===== config.mk =====
export PLATFORM = sky130hd
export DESIGN_NAME = mcu_port_bank
export DESIGN_NICKNAME = d
export VERILOG_FILES = /design/src/rtl/mcu51_pkg.sv /design/src/rtl/port_slice.sv /design/src/rtl/mcu_port_bank.sv
export SDC_FILE = /design/constraint.sdc
export NUM_CORES = 1
export LEC_CHECK = 0
export CAP_MARGIN = 20
export CORE_AREA = 8 8 134 136
export CTS_CLUSTER_SIZE = 10
export DETAILED_ROUTE_END_ITERATION = 8
export DIE_AREA = 0 0 142 144
export PLACE_DENSITY = 0.82
export SLEW_MARGIN = 20
export SYNTH_ARGS = -nofsm -noshare
export SYNTH_HDL_FRONTEND = slang
export SYNTH_SLANG_ARGS = --single-unit

===== constraint.sdc =====
create_clock -name clk -period 2.01 [get_ports clk]
set_clock_uncertainty 0.2 [all_clocks]
set_input_delay 0.402 -clock clk [delete_from_list [all_inputs] [get_ports clk]]
set_output_delay 0.402 -clock clk [all_outputs]
set_load 0.05 [all_outputs]

===== src/rtl/mcu51_pkg.sv =====
// Shared constants and types for the MCU port-bank SFR block.
// Addresses here match the classic P0..P3 map.
package mcu51_pkg;

  localparam logic [7:0] P0_ADDR = 8'h80;
  localparam logic [7:0] P1_ADDR = 8'h90;
  localparam logic [7:0] P2_ADDR = 8'hA0;
  localparam logic [7:0] P3_ADDR = 8'hB0;

  localparam logic [7:0] MASK_OFS_DEF = 8'h01;
  localparam logic [7:0] FLAG_OFS_DEF = 8'h02;

  typedef enum logic [1:0] {
    SEL_LATCH,
    SEL_MASK,
    SEL_FLAG,
    SEL_NONE
  } port_sel_e;

  function automatic logic [7:0] port_base(
    input logic [7:0] base,
    input logic [7:0] stride,
    input int         idx
  );
    logic [7:0] i8;
    i8 = idx[7:0];
    return base + stride * i8;
  endfunction

endpackage


===== src/rtl/port_slice.sv =====
// One quasi-bidirectional port: pin synchroniser, falling-edge
// flags, and latch/mask/flag registers with byte or bit writes.
module port_slice
  import mcu51_pkg::*;
#(
  parameter int WIDTH       = 8,
  parameter int SYNC_STAGES = 2
) (
  input  logic             clk,
  input  logic             reset,
  input  logic             we,
  input  port_sel_e        sel,
  input  logic             Bb,
  input  logic [WIDTH-1:0] position,
  input  logic [WIDTH-1:0] din,
  input  logic             bin,
  input  logic [WIDTH-1:0] pin,
  output logic [WIDTH-1:0] latch,
  output logic [WIDTH-1:0] mask,
  output logic [WIDTH-1:0] flag,
  output logic [WIDTH-1:0] sync
);

  logic [SYNC_STAGES-1:0][WIDTH-1:0] sync_q, sync_d;
  logic [WIDTH-1:0] prev_q, prev_d;
  logic [WIDTH-1:0] latch_q, latch_d;
  logic [WIDTH-1:0] mask_q, mask_d;
  logic [WIDTH-1:0] flag_q, flag_d;
  logic [WIDTH-1:0] fall;
  logic [WIDTH-1:0] wmask;
  logic [WIDTH-1:0] wval;
  logic [WIDTH-1:0] fclr;

  assign fall  = prev_q & ~sync_q[SYNC_STAGES-1];
  assign wmask = Bb ? '1 : position;
  assign wval  = Bb ? din : {WIDTH{bin}};
  // Clear bits for W1C; a bit write with bin=0 clears nothing.
  assign fclr  = wmask & wval;

  always_comb begin
    sync_d  = {sync_q[SYNC_STAGES-2:0], pin};
    prev_d  = sync_q[SYNC_STAGES-1];
    latch_d = latch_q;
    mask_d  = mask_q;
    flag_d  = flag_q;
    if (we) begin
      unique case (sel)
        SEL_LATCH:
          latch_d = (latch_q & ~wmask) | (wval & wmask);
        SEL_MASK:
          mask_d = (mask_q & ~wmask) | (wval & wmask);
        SEL_FLAG:
          flag_d = flag_q & ~fclr;
        default: ;
      endcase
    end
    flag_d = flag_d | fall;
  end

  always_ff @(posedge clk or negedge reset) begin
    if (!reset) begin
      sync_q  <= '1;
      prev_q  <= '1;
      latch_q <= '1;
      mask_q  <= '0;
      flag_q  <= '0;
    end else begin
      sync_q  <= sync_d;
      prev_q  <= prev_d;
      latch_q <= latch_d;
      mask_q  <= mask_d;
      flag_q  <= flag_d;
    end
  end

  assign latch = latch_q;
  assign mask  = mask_q;
  assign flag  = flag_q;
  assign sync  = sync_q[SYNC_STAGES-1];

endmodule


===== src/rtl/mcu_port_bank.sv =====
// Bank of NPORTS quasi-bidirectional ports on the SFR bus:
// address decode, registered read path and interrupt reduction.
module mcu_port_bank
  import mcu51_pkg::*;
#(
  parameter int         NPORTS      = 4,
  parameter int         WIDTH       = 8,
  parameter int         SYNC_STAGES = 2,
  parameter logic [7:0] BASE_ADDR   = P0_ADDR,
  parameter logic [7:0] STRIDE      = 8'h10,
  parameter logic [7:0] MASK_OFS    = MASK_OFS_DEF,
  parameter logic [7:0] FLAG_OFS    = FLAG_OFS_DEF
) (
  input  logic                    clk,
  input  logic                    reset,
  input  logic [7:0]              addr,
  input  logic                    wr_en,
  input  logic                    rd_en,
  input  logic                    rmw,
  input  logic                    Bb,
  input  logic [WIDTH-1:0]        position,
  input  logic [WIDTH-1:0]        din,
  input  logic                    bin,
  output logic [WIDTH-1:0]        dout,
  output logic                    bout,
  output logic                    rd_valid,
  input  logic [NPORTS*WIDTH-1:0] pin_in,
  output logic [NPORTS*WIDTH-1:0] pin_oe,
  output logic                    irq
);

  port_sel_e psel [NPORTS];

  logic [NPORTS-1:0][WIDTH-1:0] latch;
  logic [NPORTS-1:0][WIDTH-1:0] mask;
  logic [NPORTS-1:0][WIDTH-1:0] flag;
  logic [NPORTS-1:0][WIDTH-1:0] sync;

  logic [WIDTH-1:0] rd_byte;
  logic [WIDTH-1:0] dout_q, dout_d;
  logic             bout_q, bout_d;
  logic             rd_valid_q, rd_valid_d;
  logic             irq_q, irq_d;

  always_comb begin
    rd_byte = '0;
    for (int i = 0; i < NPORTS; i++) begin
      psel[i] = SEL_NONE;
      unique case (1'b1)
        (addr == port_base(BASE_ADDR, STRIDE, i)):
          psel[i] = SEL_LATCH;
        (addr == port_base(BASE_ADDR, STRIDE, i) + MASK_OFS):
          psel[i] = SEL_MASK;
        (addr == port_base(BASE_ADDR, STRIDE, i) + FLAG_OFS):
          psel[i] = SEL_FLAG;
        default:
          psel[i] = SEL_NONE;
      endcase
      case (psel[i])
        SEL_LATCH: rd_byte = rmw ? latch[i] : sync[i];
        SEL_MASK:  rd_byte = mask[i];
        SEL_FLAG:  rd_byte = flag[i];
        default: ;
      endcase
    end
  end

  for (genvar g = 0; g < NPORTS; g++) begin : g_port
    port_slice #(
      .WIDTH       (WIDTH),
      .SYNC_STAGES (SYNC_STAGES)
    ) u_slice (
      .clk      (clk),
      .reset    (reset),
      .we       (wr_en),
      .sel      (psel[g]),
      .Bb       (Bb),
      .position (position),
      .din      (din),
      .bin      (bin),
      .pin      (pin_in[g*WIDTH +: WIDTH]),
      .latch    (latch[g]),
      .mask     (mask[g]),
      .flag     (flag[g]),
      .sync     (sync[g])
    );
    assign pin_oe[g*WIDTH +: WIDTH] = ~latch[g];
  end

  always_comb begin
    dout_d     = rd_en ? rd_byte : dout_q;
    bout_d     = rd_en ? |(rd_byte & position) : bout_q;
    rd_valid_d = rd_en;
    irq_d      = 1'b0;
    for (int i = 0; i < NPORTS; i++) begin
      irq_d = irq_d | (|(flag[i] & mask[i]));
    end
  end

  always_ff @(posedge clk or negedge reset) begin
    if (!reset) begin
      dout_q     <= '0;
      bout_q     <= 1'b0;
      rd_valid_q <= 1'b0;
      irq_q      <= 1'b0;
    end else begin
      dout_q     <= dout_d;
      bout_q     <= bout_d;
      rd_valid_q <= rd_valid_d;
      irq_q      <= irq_d;
    end
  end

  assign dout     = dout_q;
  assign bout     = bout_q;
  assign rd_valid = rd_valid_q;
  assign irq      = irq_q;

endmodule


== Word level (Yosys, flattened, before mapping) ==
Index checks and enable logic that the tools add are counted.
Operators by class
  equality and inequality tests: 20
  muxes and demuxes: 22
  bitwise gates (word level): 47
  reduce and logical (&&, ||, !) cells: 17
Operator list (count)
  $and 8x8->8: 22
  $mux 8: 14
  $eq 8x8->1 const B: 12
  $or 8x8->8: 12
  $pmux 8 s3: 4
  $not 8->8: 10
  $reduce_or 8->1: 5
  $pmux 2 s3: 4
  $reduce_and 2->1: 8
  $eq 2x1->1 const B: 4
  $eq 2x2->1 const B: 4
  $logic_not 2->1: 4
  $or 1x1->1: 3
Storage, ports and cells
  bits in registers: 203
  output and inout bits: 43
  logic and storage cells: 134

== Longest topological paths before layout ==
  depth after elaboration: 9
  gate-level depth with buffers: 9
  gate-level depth less buffers: 7

== Hierarchy ==
A second synthesis with hierarchy kept.
Unflattened totals
  cell total of the unflattened synthesis: 948
  area total of the unflattened synthesis: 9754.4 um2
Modules (own cells, without submodules)
  port_slice: instances 4, cells an instance 163, area an instance 1913.1 um2, seq. area each 1241.2 um2
  mcu_port_bank: instances 1, cells an instance 296, area an instance 2102.0 um2, seq. area each 275.3 um2

== Worst setup path after synthesis ==
No wires, ideal clock.
  path kind: input to register
  start: input port rmw
  end: register bout_q (netlist: bout)
  setup time: 0.133 ns
  arrival: 1.960 ns
  required time: 1.677 ns
  slack: -0.283 ns
  stages: 8
  path buffers: 2
  path through: buf_2 > buf_2 > mux2i_1 > o21ai_0 > a2111oi_2 > o21ai_1 > a2111oi_2 > a31oi_1
On the way
  longest elaborated chain between the ends: 7
  elaborated cells between the ends (all ways): 10
  classes of those cells: mux (8); bitwise (1); reduce/logical (1)
Ends and longest elaborated chain
  start: declaration: RTL line mcu_port_bank.sv:19  | input logic rmw,
  $mux 8: RTL line mcu_port_bank.sv:60  | SEL_LATCH: rd_byte = rmw ? latch[i] : sync[i];
  $pmux 8 s3 (3 in a row): RTL line mcu_port_bank.sv:59  | case (psel[i])
  $pmux 8 s3 (*): RTL line mcu_port_bank.sv:59
  $and 8x8->8 (*): RTL line mcu_port_bank.sv:92  | bout_d = rd_en ? |(rd_byte & position) : bout_q;
  $reduce_or 8->1 (*): RTL line mcu_port_bank.sv:92
  end signal: assignment: RTL line mcu_port_bank.sv:108  | bout_q <= bout_d;
  end: declaration: RTL line mcu_port_bank.sv:41  | logic bout_q, bout_d;
Mark *: on every way between the ends. The rest lies on a longest branch, timed or not.
A chain may end at the register's enable or synchronous reset.

==> results.py <==
metrics = {
    "detailed_routing": {
        "drt-initial-drc-count": 669,
        "routed_wl_mm": 32.3,
        "drtPass1Iterations": 5,
        "ant_nets": 0,
        "wl_per_cell_um": 24.7,
        "viasPerCell": 5.91,
        "via_count": 7730,
        "drc": 0,
    },
    "floorplan": {
        "dieArea_sq_um": 20400,
        "chipWidth_um": 142,
        "top_level_ports": 106,
        "fp.dieH_um": 144,
        "rows": 47,
        "core_area_sq_um": 16100,
        "start_util_pct": 52.8,
    },
    "run_status": {
        "outcome": "complete, but fails checks",
        "violations": "setup timing",
    },
    "place": {
        "placedCellCount": 1236,
        "gp_congestion": 0.945,
        "io_buffers": 105,
        "dp.final_hpwl_mm": 23.7,
        "dp_slack_ns": -1.06,
        "place_area_sq_um": 11000,
    },
    "global_routing": {
        "grt_pass1_wl_mm": 49.0,
        "grt_antenna_before_repair": 0,
        "grt_max_degree": 64,
        "track_usage_pct": 32.2,
        "grt_pass1_vias": 8119,
        "grt.overflow.total": 0,
    },
    "critical_path": {
        "r2r_slack_ns": -0.11,
        "worstSetupStartpointType": "flip-flop",
        "worstPathMaxFanout": 2,
        "cp.arrival_ns": 2.28,
        "worst_setup_path_end_kind": "flip-flop",
        "worstPathRequired_ns": 2.17,
        "critPathKind": "flip-flop to flip-flop",
    },
    "sta": {
        "period_needed_ns": 2.12,
        "slew_headroom_pct": 50.5,
        "tightest_slew_ns": 0.740,
        "fmax_ghz": 0.473,
        "layout_setup_ws_ns": -0.106,
        "setup_viol": 3,
        "holdWs_ns": 0.0714,
        "tns_ns": -0.233,
        "rsz0062_at_grt": "yes",
        "post-route-period-util_pct": 105,
        "hold_viol_final": 0,
        "slew_violations": 0,
    },
    "synthesis": {
        "synth_edf_count": 0,
        "seq_area_frac_synth_pct": 61.8,
        "synth_area_per_cell_sq_um": 11.1,
        "async_flop_share_pct": 100,
        "syn_inst": 762,
        "synth_warnings": 0,
        "synth.distinct_cells": 58,
        "netlist_area_sq_um": 8470,
        "synth_ff_type": "dfstp_2",
        "ys_ff_latch": 203,
        "synth_nets": 825,
    },
    "clocking": {
        "clockBufferDepth": 3,
        "clk_latency_ns": 0.53,
        "cts_tree": "yes",
        "cts_htree_levels": 1,
        "clockRootBuffer": "clkbuf_16",
        "cts_buffers": 24,
        "cts.sinks": 203,
        "clkTransAtPathRegs_ns": 0.05,
    },
    "layout": {
        "design_area_sq_um": 12300,
        "diodes": 0,
        "nFillCells": 1027,
        "area_growth_pct": 45.0,
        "final_layout_size_suffix_gt1_share_pct": 45.9,
        "nets": 1133,
        "stdcell_count": 1308,
    },
    "run": {
        "drv_cap": 0,
    },
    "power_and_ir_drop": {
        "leakagePower_uw": 0.00511,
        "ir_drop_mv": 0.825,
        "power_density_nw_per_um2": 783,
    },
    "min_path": {
        "hp-class": "primary input to flip-flop",
    },
}
[cell type report]
type                    instances  area (sq um)  share of cell area, %
multi-input cells             460          3150                   25.6
clock inverters                 2          37.5                  0.305
inverters                      68           255                   2.08
flip-flops and latches        203          5240                   42.6
well taps                     220           275                   2.24
repair buffers                313          2670                   21.7
clock buffers                  42           668                   5.44
[stage by stage]
step | power [uW] | util [%]
floorplan | 4960 | -
global placement | 5650 | 68.6
detailed placement | 5670 | 68.6
CTS | 9580 | 75.5
global route | 9900 | 76.5
finish | 9620 | 76.5
[cell usage after synthesis, types with 2 or more instances]
library cell,instances,share of area [%]
buf_4,2,0.18
a211oi_2,3,0.44
a22o_1,2,0.21
a221oi_1,3,0.31
clkbuf_1,16,0.71
nor2_1,17,0.75
nand2_1,38,1.7
a2111oi_2,2,0.35
mux2_1,3,0.40
nand3_1,16,0.95
dfstp_2,128,40
o21a_1,4,0.35
mux2_2,14,1.9
nand2b_1,10,0.74
a31oi_1,5,0.37
a22oi_1,37,3.3
nor4b_2,2,0.35
o221ai_1,2,0.21
and2_1,2,0.15
o21ai_1,4,0.24
inv_1,68,3.0
o211ai_1,2,0.18
dfrtp_1,75,22
o21ai_0,205,12
nor3_1,2,0.12
a21oi_1,22,1.3
and3_1,2,0.15
buf_2,9,0.53
a222oi_1,2,0.24
nand4_1,2,0.15
mux2i_1,20,2.4
a211oi_1,4,0.35
o22ai_1,8,0.59
nor2b_1,4,0.30
buf_6,4,0.53
[cells in the final DEF (no fill, tap or decap), drive strengths merged, types with 8 or more instances in the layout]
cell,Yosys,final
a21oi,22,22
buf,15,255
o21ai,210,210
nand2b,10,10
inv,68,68
dfstp,128,128
a22oi,37,37
nor2,19,19
nand3,16,16
nand2,38,38
dfrtp,75,75
mux2i,20,20
mux2,17,17
o22ai,8,8
clkbuf,16,47
clkdlybuf4s50,0,52
[worst max-delay path, cell delays in order (launching register included)]
cell	delay, ns
dfrtp_1	0.46
a22oi_2	0.20
o221ai_2	0.14
o21a_1	0.13
o31a_1	0.29
a2111oi_4	0.39
a31oi_1	0.16
[where the power goes]
group | switching [uW] | leakage (uW) | total (uW) | internal, uW
Sequential | 109 | 0.00221 | 4460 | 4350
Combinational | 733 | 0.00257 | 1270 | 540
Clock | 1630 | 0.000329 | 3890 | 2250
[kinds of logic after synthesis]
group	synth area share [%]
flops	61.8
buf+inv	4.96
compound gates	21.2
mux	4.62
simple gates	7.34
[worst paths after layout]
path                                                        start                                endpoint  depth (start not counted)
setup / recovery                                        flip-flop                        bout$_DFFE_PN0P_                          6
hold / removal                                          pin_in[4]  g_port[0].u_slice.sync_d[12]$_DFF_PN1_                          1
setup reg to reg                                        flip-flop                        bout$_DFFE_PN0P_                          6
hold reg to reg            g_port[1].u_slice.sync_d[12]$_DFF_PN1_     g_port[1].u_slice.sync[4]$_DFF_PN1_                          0
max in group asynchronous                                   reset   g_port[1].u_slice.prev_q[5]$_DFF_PN1_                          3
min in group asynchronous                                   reset                               async pin                          2
[repair_timing]
item	in CTS	in global routing
gates cloned	2	0
buffers inserted	19	7
pin swaps	23	17
resized for setup	82	45
endpoints found under the setup margin	77	40
hold buffers	1	0
hold endpoints to repair	81	0
[metal layers]
metal,up-vias,global-route usage [%],part of all wire [%]
li1,3341,-,-
met1,3913,43.0,41
met4,0,11.1,3.6
met3,71,6.17,7.8
met2,405,51.8,47
met5,-,0,0
Power figures use the tool's default switching activity.
